File: src/rtl/gf180mcu_osu_sc_gp12t3v3__segdrv_ctl.sv
// Ramped thermometer-code controller for NSEG inv_16 driver segments.
// Define GF180_SEGDRV_FAST_OFF_EN for a one-cycle hard turn-off instead of a ramp-down.
module gf180mcu_osu_sc_gp12t3v3__segdrv_ctl #(
  parameter int NSEG        = 8,
  parameter int STEP_CYCLES = 4
) (
  input  logic                        CLK,
  input  logic                        RN,
  input  logic                        EN,
  input  logic [$clog2(NSEG+1)-1:0]   LEVEL,
  output logic [NSEG-1:0]             SEG,
  output logic                        BUSY,
  output logic                        READY
);

  localparam int CW = $clog2(NSEG + 1);
  localparam int TW = (STEP_CYCLES > 1) ? $clog2(STEP_CYCLES) : 1;
  localparam logic [CW-1:0] NSEG_C   = CW'(NSEG);
  localparam logic [TW-1:0] TMR_LAST = TW'(STEP_CYCLES - 1);

  typedef enum logic [1:0] {
    IDLE = 2'd0,
    RAMP = 2'd1,
    HOLD = 2'd2
  } state_t;

  state_t        state;
  logic [CW-1:0] cnt;
  logic [CW-1:0] tgt;
  logic [CW-1:0] cnt_step;
  logic [TW-1:0] tmr;
  logic          fast_off;

  always_comb begin
    tgt = '0;
    if (EN) tgt = (LEVEL > NSEG_C) ? NSEG_C : LEVEL;
  end

  // One step toward the live target; direction is re-decided at every step edge.
  always_comb begin
    cnt_step = cnt;
    if (tgt > cnt)      cnt_step = cnt + CW'(1);
    else if (tgt < cnt) cnt_step = cnt - CW'(1);
  end

`ifdef GF180_SEGDRV_FAST_OFF_EN
  assign fast_off = (tgt == '0) && (state != IDLE);
`else
  assign fast_off = 1'b0;
`endif

  always_ff @(posedge CLK or negedge RN) begin
    if (!RN) begin
      state <= IDLE;
      cnt   <= '0;
      tmr   <= '0;
      BUSY  <= 1'b0;
      READY <= 1'b0;
    end else if (fast_off) begin
      state <= IDLE;
      cnt   <= '0;
      tmr   <= '0;
      BUSY  <= 1'b0;
      READY <= 1'b0;
    end else begin
      case (state)
        IDLE, HOLD: begin
          if (tgt != cnt) begin
            state <= RAMP;
            tmr   <= '0;
            BUSY  <= 1'b1;
            READY <= 1'b0;
          end
        end
        RAMP: begin
          if (tmr == TMR_LAST) begin
            tmr <= '0;
            cnt <= cnt_step;
            if (cnt_step == tgt) begin
              state <= (tgt != '0) ? HOLD : IDLE;
              BUSY  <= 1'b0;
              READY <= (tgt != '0);
            end
          end else begin
            tmr <= tmr + TW'(1);
          end
        end
        default: begin
          state <= IDLE;
          cnt   <= '0;
          tmr   <= '0;
          BUSY  <= 1'b0;
          READY <= 1'b0;
        end
      endcase
    end
  end

  always_comb begin
    SEG = '0;
    for (int i = 0; i < NSEG; i++) SEG[i] = (i < int'(cnt));
  end

endmodule
File: config.mk
export PLATFORM = sky130hd
export DESIGN_NAME = gf180mcu_osu_sc_gp12t3v3__segdrv_ctl
export DESIGN_NICKNAME = d
export VERILOG_FILES = /design/src/rtl/gf180mcu_osu_sc_gp12t3v3__segdrv_ctl.sv
export SDC_FILE = /design/constraint.sdc
export NUM_CORES = 1
export LEC_CHECK = 0
export CAP_MARGIN = 20
export CORE_ASPECT_RATIO = 1.1
export CORE_MARGIN = 1.5
export CORE_UTILIZATION = 30
export DETAILED_ROUTE_END_ITERATION = 8
export GPL_TIMING_DRIVEN = 0
export HOLD_SLACK_MARGIN = 0.08
export MAX_ROUTING_LAYER = met4
export PLACE_DENSITY_LB_ADDON = 0.15
export RECOVER_POWER = 100
export SLEW_MARGIN = 20
export SYNTH_ARGS = -nofsm -noshare
export SYNTH_HDL_FRONTEND = slang
export SYNTH_SLANG_ARGS = --single-unit
File: constraint.sdc
create_clock -name CLK -period 8.85 [get_ports CLK]
set_clock_uncertainty 0.15 [all_clocks]
set_input_delay 2.655 -clock CLK [delete_from_list [all_inputs] [get_ports CLK]]
set_output_delay 2.655 -clock CLK [all_outputs]
set_load 0.05 [all_outputs]
[Yosys cells after proc, flatten, opt, wreduce, memory -nomap -nowiden]
Index checks and enable logic that the tools add are counted.
Storage, ports and cells
  output and inout port bits: 10
  word-level logic and storage cells: 55
  flip-flop bits (word level): 10
  input port bits: 7
Operators by class
  equality and inequality tests: 8
  $add $sub $neg: 3
  reductions and logical operators: 5
  bitwise operators: 1
  order comparisons: 11
  muxes and demuxes: 22
Operators with widths (number)
  two-way mux 4 bit: 5
  < comparator 3 x 4 -> 1 bit (first input constant): 4
  two-way mux 2 bit: 6
  < comparator 1 x 4 -> 1 bit (first input constant): 2
  < comparator 2 x 4 -> 1 bit (first input constant): 2
  case mux 2 bit (2 select lines): 2
  case mux 4 bit (2 select lines): 1
  two-way mux 1 bit: 6
  != test 2 bit (second input constant): 3
  adder 4 x 1 -> 4 bit (second input constant): 1
  equality test 2 bit (second input constant): 2
  equality test 4 bit: 1
  > comparator 4 bit: 1
  > comparator 4 bit (second input constant): 1
  < comparator 4 bit: 1
  != test 4 bit: 1
  case mux 1 bit (2 select lines): 2
  nonzero test 4 bit: 1
  subtractor 4 x 1 -> 4 bit (second input constant): 1
  AND reduction 3 bit: 1
  adder 2 x 1 -> 2 bit (second input constant): 1
  equality test 2 x 1 -> 1 bit (second input constant): 1
  logical NOT 2 bit: 1
  AND reduction 2 bit: 1
  2 further kinds: 2

[Longest topological paths before layout]
Gate-level depths: netlist of the first run.
  depth in word-level cells: 10
  mapped depth: 10
  depth with buffers taken out: 9

[Worst setup path after synthesis of the first run]
Ideal clock, no wire load.
  path type: in2reg
  start: input port EN
  end: register READY
  data required time: 8.574 ns
  path buffers: 1
  setup time: 0.126 ns
  cell stages on the path: 10
  arrival time: 4.909 ns
  slack: 3.665 ns
  cells stage by stage: and3b_1 ha_1 nor2b_4 o211ai_4 and2_4 buf_6 a221oi_1 or4b_4 or3_1 a221o_1
On the way
  cells in the longest elaborated chain, start to end: 7
  elaborated cells on any way between the ends: 14
  those cells by class: 2 x order compare; 4 x eq/ne; 6 x mux; 2 x reduce/logical
RTL lines
  start: declaration: line 9  | input logic EN,
  two-way mux 4 bit *: line 36  | if (EN) tgt = (LEVEL > NSEG_C) ? NSEG_C : LEVEL;
  < comparator 4 bit: line 43  | else if (tgt < cnt) cnt_step = cnt - CW'(1);
  two-way mux 4 bit: line 43
  two-way mux 4 bit: line 42  | if (tgt > cnt) cnt_step = cnt + CW'(1);
  equality test 4 bit: line 79  | if (cnt_step == tgt) begin
  != test 2 bit (no source line)
  AND reduction 3 bit (no source line)
  end signal: assignment: line 82  | READY <= (tgt != '0);
  end: declaration: line 13  | output logic READY
Mark *: on every way between the ends. The rest lies on a longest branch, timed or not. The select of a mux whose other input is x is not followed.
A chain may end at the register's enable or synchronous reset.

[Worst setup path after layout of the first run]
  start: input port LEVEL[3]
  end: register READY
On the way
  cells in the longest elaborated chain, start to end: 9
  elaborated cells on any way between the ends: 16
  those cells by class: 3 x order compare; 4 x eq/ne; 7 x mux; 2 x reduce/logical
RTL lines
  start: declaration: line 10  | input logic [$clog2(NSEG+1)-1:0] LEVEL,
  > comparator 4 bit: line 36
  two-way mux 4 bit * (2 in a row): line 36
  < comparator 4 bit: line 43
  two-way mux 4 bit: line 43
  two-way mux 4 bit: line 42
  equality test 4 bit: line 79
  != test 2 bit (no source line)
  AND reduction 3 bit (no source line)
Marked as above.

==> metrics.txt, run 1 <==
io pins 17; final worst-path cycle share between 60% and 70%; xor/xnor share of the synthesized area 5.83%; hold endpoint tmr[0]; post-place setup slack 2.97 ns; detailed placement HPWL 1.71 mm; Reg2Reg Depth 10; Max stage delay on crit path 0.58 ns; average size of a mapped cell 8.75 sq um; Clock power frac 9.2%; die height a little over 60 microns; Hold Crit Class flip-flop to flip-flop; Final Max Tran Viols 0; setup tns final 0 ns; std cell rows 20; Sw Ratio a little over half; post-route ant nets 0; post-synthesis mux area share 0%; Final setup viols 0; Hold Path Origin tmr[0]; Final Util roughly two fifths; Worst R2R End READY; # diodes 0; setup ws final 2.83 ns; Psw approximately 250 uW; critical path endpoint category flip-flop; Distinct cells, synth 38; Synth Area in Compound Gates 27.1%; antenna violations before repair 0; Tmin final between 6 and 7 ns; starting density of the core 32.1%; post_cts resized 0; PwrDens 413 nW/um^2; Clock Sinks 10; post-route DRC violation count 0; crit-path cells dlygate4sd3_1 > and3b_1 > ha_1 > nor2b_1 > o211ai_1 > and2_0 > clkbuf_1 > a221oi_1 > or4b_1 > or3_1 > a221o_1; Tot GR Track Use 14.1%; main combinational cell family by area after synthesis compound AO/OA/AOI/OAI gates; CTS clk-pin slew, worst paths 0.07 ns; vias post-DR approximately 840; final hold violation count 0; CP Launch Type primary input; slowest cell on the critical path dlygate4sd3_1; port bufs 16; total congestion overflow 0; CTS tree yes; fin area about 1100 sq um; CTS Buf Count 3; die footprint roughly 3300 sq um; Yosys warning total 0; Seq/Total Area, Yosys 27.8%; Worst Path Max Fanout 7; pin count of the biggest net entering global routing 11; RSZ-0062 raised after global routing false; adder-cell area share of the yosys netlist 11.1%; nets@finish 139; Crit Reg-Reg Startpoint cnt[1]; wire length of the first global-routing pass 3.52 mm; sequential share of power between 20% and 30%; Internal ~210 uW; combinational fraction of design power between 70% and 80%; Critical Setup Path Class primary input to flip-flop; Syn-to-layout area delta 22.5%; aggregate routed wire length 2.15 mm; critical path required time just under 9 ns; share of post-route cells with drive strength above 1 ~7.3%; # fillers between 300 and 400; initial DRC count 26; Core Box Area approximately 2800 sq um; H-tree depth 1; Leak roughly 0.00047 uW; Arr. time, crit path 6.02 ns; worst skew pair latency 0.27 ns; Max-Slew Margin vs Limit about two thirds; fmax 166 MHz; Post-Synth Simple-Gate Area 22.4%; Final Non-Filler Cells 156; Syn Inst Count between 100 and 150; die width 55.3 microns; number of global-route vias before repair about 780; 1st-pass router iterations 4; setup bufs post-CTS 0; max cap viols 0; mean number of vias per cell 5.36; wire per inst between 10 and 15 microns; synthesized area about 900 sq um; GP Congestion 0.829; #FFs+latches synth 10; status finished, final reports clean; FF-to-FF setup slack 5.39 ns; Worst VDD drop 0.183 mV; hold path depth 1; root buf cell clkbuf_4; cts hold-fix bufs 0; CTS Buffer Depth 2; post-synth net total 118; DP Area 1100 sq um; Slew @ Worst Pin 0.509 ns; dpl cells 152
-- how the worst max path moves through the flow --
| stage | startpoint | to | slack [ns] | cells past startpoint |
|---|---|---|---|---|
| 3_3_place_gp | LEVEL[3] | READY | 3.00 | 10 |
| 2_1_floorplan | EN | READY | 3.66 | 10 |
| 3_5_place_dp | LEVEL[3] | READY | 2.97 | 10 |
| 6_report | LEVEL[3] | READY | 2.83 | 11 |
| 5_1_grt | LEVEL[3] | READY | 2.69 | 11 |
| 4_1_cts | LEVEL[3] | READY | 3.24 | 10 |
-- cells by family after synthesis --
| group | after synthesis |
|---|---|
| flip-flops | 10 |
| AO/OA/AOI/OAI | 35 |
| buffers and inverters | 11 |
| AND/OR/NAND/NOR | 33 |
| adder cells (fa/ha/maj) | 8 |
| XOR/XNOR | 6 |
-- synthesized netlist by cell type --
master    number  area share, %
o211ai_4       1            2.4
dfrtp_1       10             28
nor4_1         1           0.69
or4_1          1           0.83
ha_1           8             11
a22oi_1        2            1.7
buf_6          1            1.2
a211oi_1       3            2.5
nor3_1         3            1.7
and4_2         1            1.1
o21bai_1       1           0.83
nand2_1        4            1.7
a21o_1         2            1.7
and3_2         1           0.83
xnor2_1        6            5.8
a31oi_1        2            1.4
a221oi_1       1           0.97
nand3b_1       2            1.7
o22ai_1        3            2.1
and3b_1        1           0.97
and2_4         1           0.97
nand4_1        1           0.69
a21oi_1        5            2.8
nor2b_4        1            1.5
a21oi_2        1           0.97
o31ai_1        1           0.83
a221o_1        1            1.1
o21ai_0        9            5.0
a22o_1         3            2.9
or3_1          2            1.4
nand2b_1       2            1.4
nor2_1         7            2.9
nand3_1        2            1.1
buf_4          1           0.83
and2_1         2            1.4
inv_2          1           0.42
or4b_4         1            1.5
inv_1          8            3.3
-- cells in the final DEF, fill, tap and decap left out, drive strengths merged, types with 2 or more instances in the layout --
cell / Yosys / layout
clkdlybuf4s50: 0 / 4
a22oi: 2 / 2
a21o: 2 / 2
or3: 2 / 2
nor2: 7 / 7
and2: 3 / 3
a21oi: 6 / 6
ha: 8 / 8
a31oi: 2 / 2
dfrtp: 10 / 10
o21ai: 9 / 9
xnor2: 6 / 6
a211oi: 3 / 3
inv: 9 / 9
nor3: 3 / 3
nand2: 4 / 4
a22o: 3 / 3
nand3b: 2 / 2
o22ai: 3 / 3
nand3: 2 / 2
dlygate4sd3: 0 / 12
nand2b: 2 / 2
clkbuf: 0 / 5
-- state kept, by name, summed over array words and instances, names as in the netlist --
signal	cells
BUSY	1
READY	1
tmr	2
cnt	4
state	2
-- metal layers --
layer	track usage (%)	part of all wire (%)
met5	-	0
met2	23.1	49
met3	1.71	2.5
met4	7.32	2.2
met1	17.2	47
-- layout make-up --
| cell class | count | area, sq um | area share [%] |
|---|---|---|---|
| inverter | 9 | 33.8 | 3.06 |
| buffer | 2 | 11.3 | 1.02 |
| timing repair buffer | 16 | 160 | 14.5 |
| clock buffer | 4 | 36.3 | 3.29 |
| sequential | 10 | 250 | 22.7 |
| multi-input combinational | 82 | 571 | 51.7 |
| tap | 33 | 41.3 | 3.74 |
-- critical path, delay by kind of cell --
kind	cells	cell delay, ns
AOI/OAI and AO/OA	3	0.75
adders and majority gates	1	0.27
buffers and inverters	2	0.85
and+or+nand+nor	5	1.50
-- power groups by stage --
stage               logic (uW)  registers (uW)  clock network [uW]
floorplan                  251            97.3                   0
global placement           344            93.2                   0
detailed placement         349            92.6                   0
CTS                        349            92.6                42.3
global route               354            96.0                46.2
finish                     322            92.3                41.9
-- metrics by stage --
stage	hold WS, ns	power [uW]
3_3_place_gp	0.331	438
6_report	0.352	456
3_5_place_dp	0.342	442
4_1_cts	0.352	484
5_1_grt	0.372	496
2_1_floorplan	0.309	349
Power figures use the tool's default switching activity.
==> run 2: changes to the inputs <==
==> constraint.sdc (replaced) <==
create_clock -name CLK -period 5.8 [get_ports CLK]
set_clock_uncertainty 0.15 [all_clocks]
set_input_delay 1.74 -clock CLK [delete_from_list [all_inputs] [get_ports CLK]]
set_output_delay 1.74 -clock CLK [all_outputs]
set_load 0.05 [all_outputs]
==> results of run 2 <==
The final DEF is identical to that of run 1. Status: finished, final reports clean.
Among the figures that moved: setup slack after placement 2.97 ns -> 0.833 ns; setup slack after layout 2.83 ns -> 0.697 ns; register-to-register setup slack 5.39 ns -> 2.34 ns; total power 456 uW -> 696 uW; worst IR drop on VDD 0.183 mV -> 0.280 mV
